[src/rtl/imem_loader_if.sv]
// Host/core-side bus of the instruction-memory loader.
// master: host + core fetch side; slave: the loader itself.
interface imem_loader_if #(
  parameter int AW = 6
);
  logic          start;
  logic [AW:0]   len;
  logic          wvalid;
  logic [31:0]   wdata;
  logic          wready;
  logic [31:0]   core_a;
  logic [31:0]   mem_a;
  logic          mem_we;
  logic [31:0]   mem_wd;
  logic          core_reset;
  logic          done;
  logic          err;

  modport master (
    output start, len, wvalid, wdata, core_a,
    input  wready, mem_a, mem_we, mem_wd, core_reset, done, err
  );

  modport slave (
    input  start, len, wvalid, wdata, core_a,
    output wready, mem_a, mem_we, mem_wd, core_reset, done, err
  );
endinterface

[src/rtl/imem_loader.sv]
// Instruction-memory loader: streams a host program into IMEM while holding
// the core in reset, then muxes the memory address back to the core fetch.
// Optional IMEM_LOAD_CHECKSUM_EN: after the program, the host sends one extra
// word that must equal the mod-2^32 sum of the program words.
module imem_loader #(
  parameter int DEPTH = 64,
  parameter int AW    = 6
) (
  input logic        clk,
  input logic        reset,
  imem_loader_if.slave bus
);
  typedef enum logic [1:0] {
    IDLE  = 2'd0,
    LOAD  = 2'd1,
`ifdef IMEM_LOAD_CHECKSUM_EN
    CHECK = 2'd2,
`endif
    RUN   = 2'd3
  } state_t;

  localparam logic [AW:0] LEN_MAX = (AW+1)'(DEPTH);

  state_t        r_state, w_next;
  logic [AW-1:0] r_cnt;
  logic [AW:0]   r_len;
  logic          r_err;
`ifdef IMEM_LOAD_CHECKSUM_EN
  logic [31:0]   r_sum;
`endif

  logic          w_len_ok, w_can_start, w_start_ok, w_start_bad, w_last;
  logic          w_wready, w_mem_we, w_core_reset, w_done;
  logic [31:0]   w_mem_a;

  assign w_len_ok    = (bus.len != '0) && (bus.len <= LEN_MAX);
  // start is only honoured when no load/check is in flight
  assign w_can_start = (r_state == IDLE) || (r_state == RUN);
  assign w_start_ok  = bus.start & w_can_start & w_len_ok;
  assign w_start_bad = bus.start & w_can_start & ~w_len_ok;
  assign w_last      = ({1'b0, r_cnt} == (r_len - 1'b1));

  // state register
  always_ff @(posedge clk) begin
    if (reset) r_state <= IDLE;
    else       r_state <= w_next;
  end

  // next-state and bus outputs; memory port belongs to the core outside LOAD
  always_comb begin
    w_next       = r_state;
    w_wready     = 1'b0;
    w_core_reset = 1'b1;
    w_done       = 1'b0;
    w_mem_we     = 1'b0;
    w_mem_a      = bus.core_a;
    case (r_state)
      IDLE: if (w_start_ok) w_next = LOAD;
      LOAD: begin
        w_wready = 1'b1;
        w_mem_we = bus.wvalid;
        w_mem_a  = 32'({r_cnt, 2'b00});
        if (bus.wvalid && w_last)
`ifdef IMEM_LOAD_CHECKSUM_EN
          w_next = CHECK;
`else
          w_next = RUN;
`endif
      end
`ifdef IMEM_LOAD_CHECKSUM_EN
      CHECK: begin
        w_wready = 1'b1;
        if (bus.wvalid) w_next = (bus.wdata == r_sum) ? RUN : IDLE;
      end
`endif
      RUN: begin
        w_core_reset = 1'b0;
        w_done       = 1'b1;
        if (w_start_ok) w_next = LOAD;
      end
      default: w_next = IDLE;
    endcase
  end

  // word counter, latched length, error flag (and running checksum)
  always_ff @(posedge clk) begin
    if (reset) begin
      r_cnt <= '0;
      r_len <= '0;
      r_err <= 1'b0;
`ifdef IMEM_LOAD_CHECKSUM_EN
      r_sum <= '0;
`endif
    end else begin
      if (w_start_ok) begin
        r_len <= bus.len;
        r_cnt <= '0;
        r_err <= 1'b0;
`ifdef IMEM_LOAD_CHECKSUM_EN
        r_sum <= '0;
`endif
      end else if (w_start_bad) begin
        r_err <= 1'b1;
      end
      if (r_state == LOAD && bus.wvalid) begin
        // hold at len-1 on the final word so the counter never wraps
        if (!w_last) r_cnt <= r_cnt + 1'b1;
`ifdef IMEM_LOAD_CHECKSUM_EN
        r_sum <= r_sum + bus.wdata;
`endif
      end
`ifdef IMEM_LOAD_CHECKSUM_EN
      if (r_state == CHECK && bus.wvalid && bus.wdata != r_sum) r_err <= 1'b1;
`endif
    end
  end

  assign bus.wready     = w_wready;
  assign bus.mem_we     = w_mem_we;
  assign bus.mem_a      = w_mem_a;
  assign bus.mem_wd     = bus.wdata;
  assign bus.core_reset = w_core_reset;
  assign bus.done       = w_done;
  assign bus.err        = r_err;
endmodule

[src/flat_wrapper.sv]
// flat-port wrapper written by rule: the top's interface ports become plain ports
module imem_loader_flat 
#(
  parameter int DEPTH = 64,
  parameter int AW    = 6
)
  (clk, reset, bus_start, bus_len, bus_wvalid, bus_wdata, bus_core_a, bus_wready, bus_mem_a, bus_mem_we, bus_mem_wd, bus_core_reset, bus_done, bus_err);
  imem_loader_if #(.AW(AW)) bus_i ();
  input logic clk;
  input logic reset;
  input wire logic [$bits(bus_i.start)-1:0] bus_start;
  input wire logic [$bits(bus_i.len)-1:0] bus_len;
  input wire logic [$bits(bus_i.wvalid)-1:0] bus_wvalid;
  input wire logic [$bits(bus_i.wdata)-1:0] bus_wdata;
  input wire logic [$bits(bus_i.core_a)-1:0] bus_core_a;
  output wire logic [$bits(bus_i.wready)-1:0] bus_wready;
  output wire logic [$bits(bus_i.mem_a)-1:0] bus_mem_a;
  output wire logic [$bits(bus_i.mem_we)-1:0] bus_mem_we;
  output wire logic [$bits(bus_i.mem_wd)-1:0] bus_mem_wd;
  output wire logic [$bits(bus_i.core_reset)-1:0] bus_core_reset;
  output wire logic [$bits(bus_i.done)-1:0] bus_done;
  output wire logic [$bits(bus_i.err)-1:0] bus_err;
  assign bus_i.start = bus_start;
  assign bus_i.len = bus_len;
  assign bus_i.wvalid = bus_wvalid;
  assign bus_i.wdata = bus_wdata;
  assign bus_i.core_a = bus_core_a;
  assign bus_wready = bus_i.wready;
  assign bus_mem_a = bus_i.mem_a;
  assign bus_mem_we = bus_i.mem_we;
  assign bus_mem_wd = bus_i.mem_wd;
  assign bus_core_reset = bus_i.core_reset;
  assign bus_done = bus_i.done;
  assign bus_err = bus_i.err;
  imem_loader #(.DEPTH(DEPTH), .AW(AW)) u_core (.clk(clk), .reset(reset), .bus(bus_i));
endmodule
[config.mk]
export PLATFORM = sky130hd
export DESIGN_NAME = imem_loader_flat
export DESIGN_NICKNAME = d
export VERILOG_FILES = /design/src/rtl/imem_loader_if.sv /design/src/rtl/imem_loader.sv /design/src/flat_wrapper.sv
export SDC_FILE = /design/constraint.sdc
export NUM_CORES = 1
export LEC_CHECK = 0
export CAP_MARGIN = 20
export CELL_PAD_IN_SITES_DETAIL_PLACEMENT = 1
export CELL_PAD_IN_SITES_GLOBAL_PLACEMENT = 1
export CORE_ASPECT_RATIO = 1.2
export CORE_MARGIN = 10
export CORE_UTILIZATION = 21
export DETAILED_ROUTE_END_ITERATION = 16
export PLACE_DENSITY_LB_ADDON = 0.2
export SKIP_LAST_GASP = 1
export SLEW_MARGIN = 20
export SYNTH_ARGS = -nofsm -noshare
export SYNTH_HDL_FRONTEND = slang
export SYNTH_SLANG_ARGS = --single-unit
[constraint.sdc]
create_clock -name clk -period 3.9 [get_ports clk]
set_input_delay 0.78 -clock clk [delete_from_list [all_inputs] [get_ports clk]]
set_output_delay 0.78 -clock clk [all_outputs]
set_load 0.005 [all_outputs]
==> results_dict.tcl <==
set metrics [dict create \
    min_to "u_core.bus.err$_SDFFE_PP0P_" \
    worstSetupPathType "reg -> out" \
    slowest_stage "clkdlybuf4s50_1" \
    cts_buffer_depth 2 \
    synth_seq_cells 16 \
    cts_buffers 3 \
    crit_arrival_ns 2.06 \
    post_cts_buffers 0 \
    async_flop_share 0 \
    nFillCells 811 \
    final_layout_size_suffix_gt1_frac 0.1121 \
    rows 33 \
    cts-resized-gates 0 \
    synth.area.mux_share 0.1085 \
    grt_overflow 0 \
    path_cells "inv_1, ha_1, buf_4, mux2_2, clkdlybuf4s50_1" \
    grt_usage 0.08711 \
    drt_pass1_iterations 4 \
    rsz0062_at_grt "false" \
    fin_crit_ns 2.837 \
    cts_root_buf "clkbuf_8" \
    insertedDiodeCount 0 \
    totalWireLength_um 4887 \
    post-dp-hpwl_um 4210 \
    synth_area_leaders "dfxtp_1 (22%), buf_4 (16%), nor2b_1 (12%), mux2_2 (5.3%), mux2i_1 (4.7%)" \
    maxCapViolCount 0 \
    critical_path.max_fanout 33 \
    post-route-cell-area_um2 2176 \
    critPathRequiredTime_ns 3.12 \
    relSlewSlack 0.6605 \
    totalNegativeSetupSlack_ns 0 \
    grt_pass1_wl_um 7569 \
    h-tree-depth 1 \
    clock_latency_ns 0.25 \
    clk_pin_slew_worst_paths_ns 0.06 \
    synth.most_common_cell "buf_4" \
    routed_via_density 4.265 \
    clock-sinks 16 \
    synth_top_family_by_area "simple AND/OR/NAND/NOR gates" \
    p_sw_uw 201.1 \
    swShare 0.3034 \
    skew_ns 0.004817 \
    place.gp.congestion 0.7410 \
    post-route-drc-count 0 \
    grt_max_degree 34 \
    leakagePower_uw 0.0008892 \
    hold_buffers 0 \
    min_period_over_period 0.7275 \
    syn_avg_cell_area_um2 8.341 \
    endpoint_kind "primary output" \
    min_path_cells 2 \
    slowest_delay_ns 0.45 \
    r2r_end "u_core.r_state[0]$_SDFFE_PP0P_" \
    synth-main-ff-cell "dfxtp_1" \
    yosys.area.top_type "dfxtp_1" \
    area_growth_pct 47.37 \
    ios 144 \
    synth-xor-area-share 0.06441 \
    status "completed" \
    grt_pass1_vias 1452 \
    synth-compound-area-share 0.1017 \
    setup_ws_ns 1.063 \
    fmax_ghz 0.3524 \
    tightest_slew_ns 0.5077 \
    r2r_cells 8 \
    synth_nets 257 \
    dieHeight_um 111.9 \
    finalSetupViolations 0 \
    ir_drop_v 0.0001533 \
    slew_violations 0 \
    ys_types 39 \
    synth_top_cell_area_share 0.2169 \
    wire_per_inst_um 15.76 \
    combPwrFrac 0.495 \
    r2r-start "u_core.r_len[0]$_SDFFE_PP0P_" \
    ant_nets 0 \
    synthAdderAreaFrac 0.04237 \
    coreArea_um2 6854 \
    power.density_nw_per_um2 304.6 \
    synth-seq-area-share 0.2169 \
    dieArea_um2 10800 \
    synth_edf_count 0 \
    synthCells 177 \
    hold_violations 0 \
    detailedPlace.worstSlack_ns 0.9644 \
    placed_cell_area_um2 2121 \
    cp-start-kind "flop" \
    portBuffers 79 \
    hp-class "reg -> reg" \
    start_util 0.2154 \
    reg2reg_slack_ns 1.64 \
    synth_common_cells "buf_4 (32), nor2b_1 (28), nor2_1 (17), dfxtp_1 (16), inv_1 (8)" \
    vias 1322 \
    syn-cell-area_um2 1476 \
    p_int_uw 461.7 \
    antenna_found_initial 0 \
    power.share.sequential 0.281 \
    num-nets-final 304 \
    power.share.clock 0.223 \
    drtIter0Drc 38 \
    min_from "u_core.bus.err$_SDFFE_PP0P_" \
    cts_tree "done" \
    synthSimpleGateAreaFrac 0.2678 \
    fp.dieW_um 96.54 \
    synth_warnings 0 \
]
## metal layers
layer,share of wire,track usage
met2,0.48,0.1563
met1,0.38,0.08643
met4,0.025,0.03883
met5,0,0
met3,0.11,0.02957
## critical path: cells and delay by family (launching register included)
kind	cells	cell delay (ns)
flip-flops	1	0.35
buffers and inverters	3	0.86
multiplexers	1	0.38
adder cells (fa/ha/maj)	1	0.21
## final cells by class
type,count,area (um2),share of cell area
Timing Repair Buffer,80,798.3,0.3669
Sequential cell,16,320.3,0.1472
Inverter,8,30.03,0.01380
Multi-Input combinational cell,115,863.3,0.3968
Clock buffer,4,55.05,0.02530
Tap cell,87,108.9,0.05003
## cell families (layout without fill, tap and decap cells)
logic type                 Yosys count  in the layout
and+or+nand+nor                     67             67
buffers and inverters               46             92
AOI/OAI and AO/OA                   18             18
DFF                                 16             16
muxes                               15             15
xor gates and xnor gates            10             10
adders and majority gates            5              5
## state kept, by name, summed over array words and instances, names as in the netlist
signal,count
u_core.r_state,2
u_core.bus.err,1
u_core.r_cnt,6
u_core.r_len,7
## worst max path at each step
stage                                   start                        endpoint  cells past startpoint
6_report       u_core.r_state[1]$_SDFFE_PP0P_                    bus_mem_a[5]                      5
2_1_floorplan                      bus_len[0]  u_core.r_state[0]$_SDFFE_PP0P_                      7
3_3_place_gp                       bus_len[0]      u_core.r_cnt[0]$_SDFF_PP0_                      8
5_1_grt        u_core.r_state[1]$_SDFFE_PP0P_                    bus_mem_a[4]                      5
4_1_cts        u_core.r_state[1]$_SDFFE_PP0P_                    bus_mem_a[4]                      5
3_5_place_dp                       bus_len[0]      u_core.r_cnt[0]$_SDFF_PP0_                      8
## layout by cell type (no fill, tap or decap), drive strengths merged
master / synthesis / final
o2bb2ai: 2 / 2
dfxtp: 16 / 16
a31oi: 2 / 2
mux2: 8 / 8
nor3b: 1 / 1
nor2b: 28 / 28
o21ai: 2 / 2
o22ai: 1 / 1
xor2: 5 / 5
nor3: 3 / 3
a31o: 1 / 1
a21oi: 3 / 3
o31ai: 1 / 1
ha: 5 / 5
mux2i: 7 / 7
and2: 1 / 1
xnor2: 5 / 5
a22o: 3 / 3
a211oi: 1 / 1
nand2: 6 / 6
nand3: 5 / 5
buf: 32 / 1
clkbuf: 6 / 4
inv: 8 / 8
and4: 1 / 1
or4: 1 / 1
and3: 1 / 1
a21bo: 1 / 1
nand4b: 1 / 1
clkdlybuf4s50: 0 / 79
a22oi: 1 / 1
nor2: 19 / 19
## power groups by stage
stage                     Sequential (uW)  Clock, uW  Combinational, uW
after floorplan                       186          0                174
after CTS                             187        156                338
after global placement                190          0                336
final                                 187        148                328
after global routing                  188        166                362
after detailed placement              190          0                338
## through the flow
step                cells  total power, uW  utilization  hold WS [ns]
CTS                   310            681.2       0.3175        0.5674
global placement      306            526.2       0.3094        0.5474
floorplan             177            360.7            -        0.4604
finish                310            662.8       0.3175        0.5470
detailed placement    306            527.7       0.3094        0.5485
global route          310            715.3       0.3175        0.5987
Power figures use the tool's default switching activity.
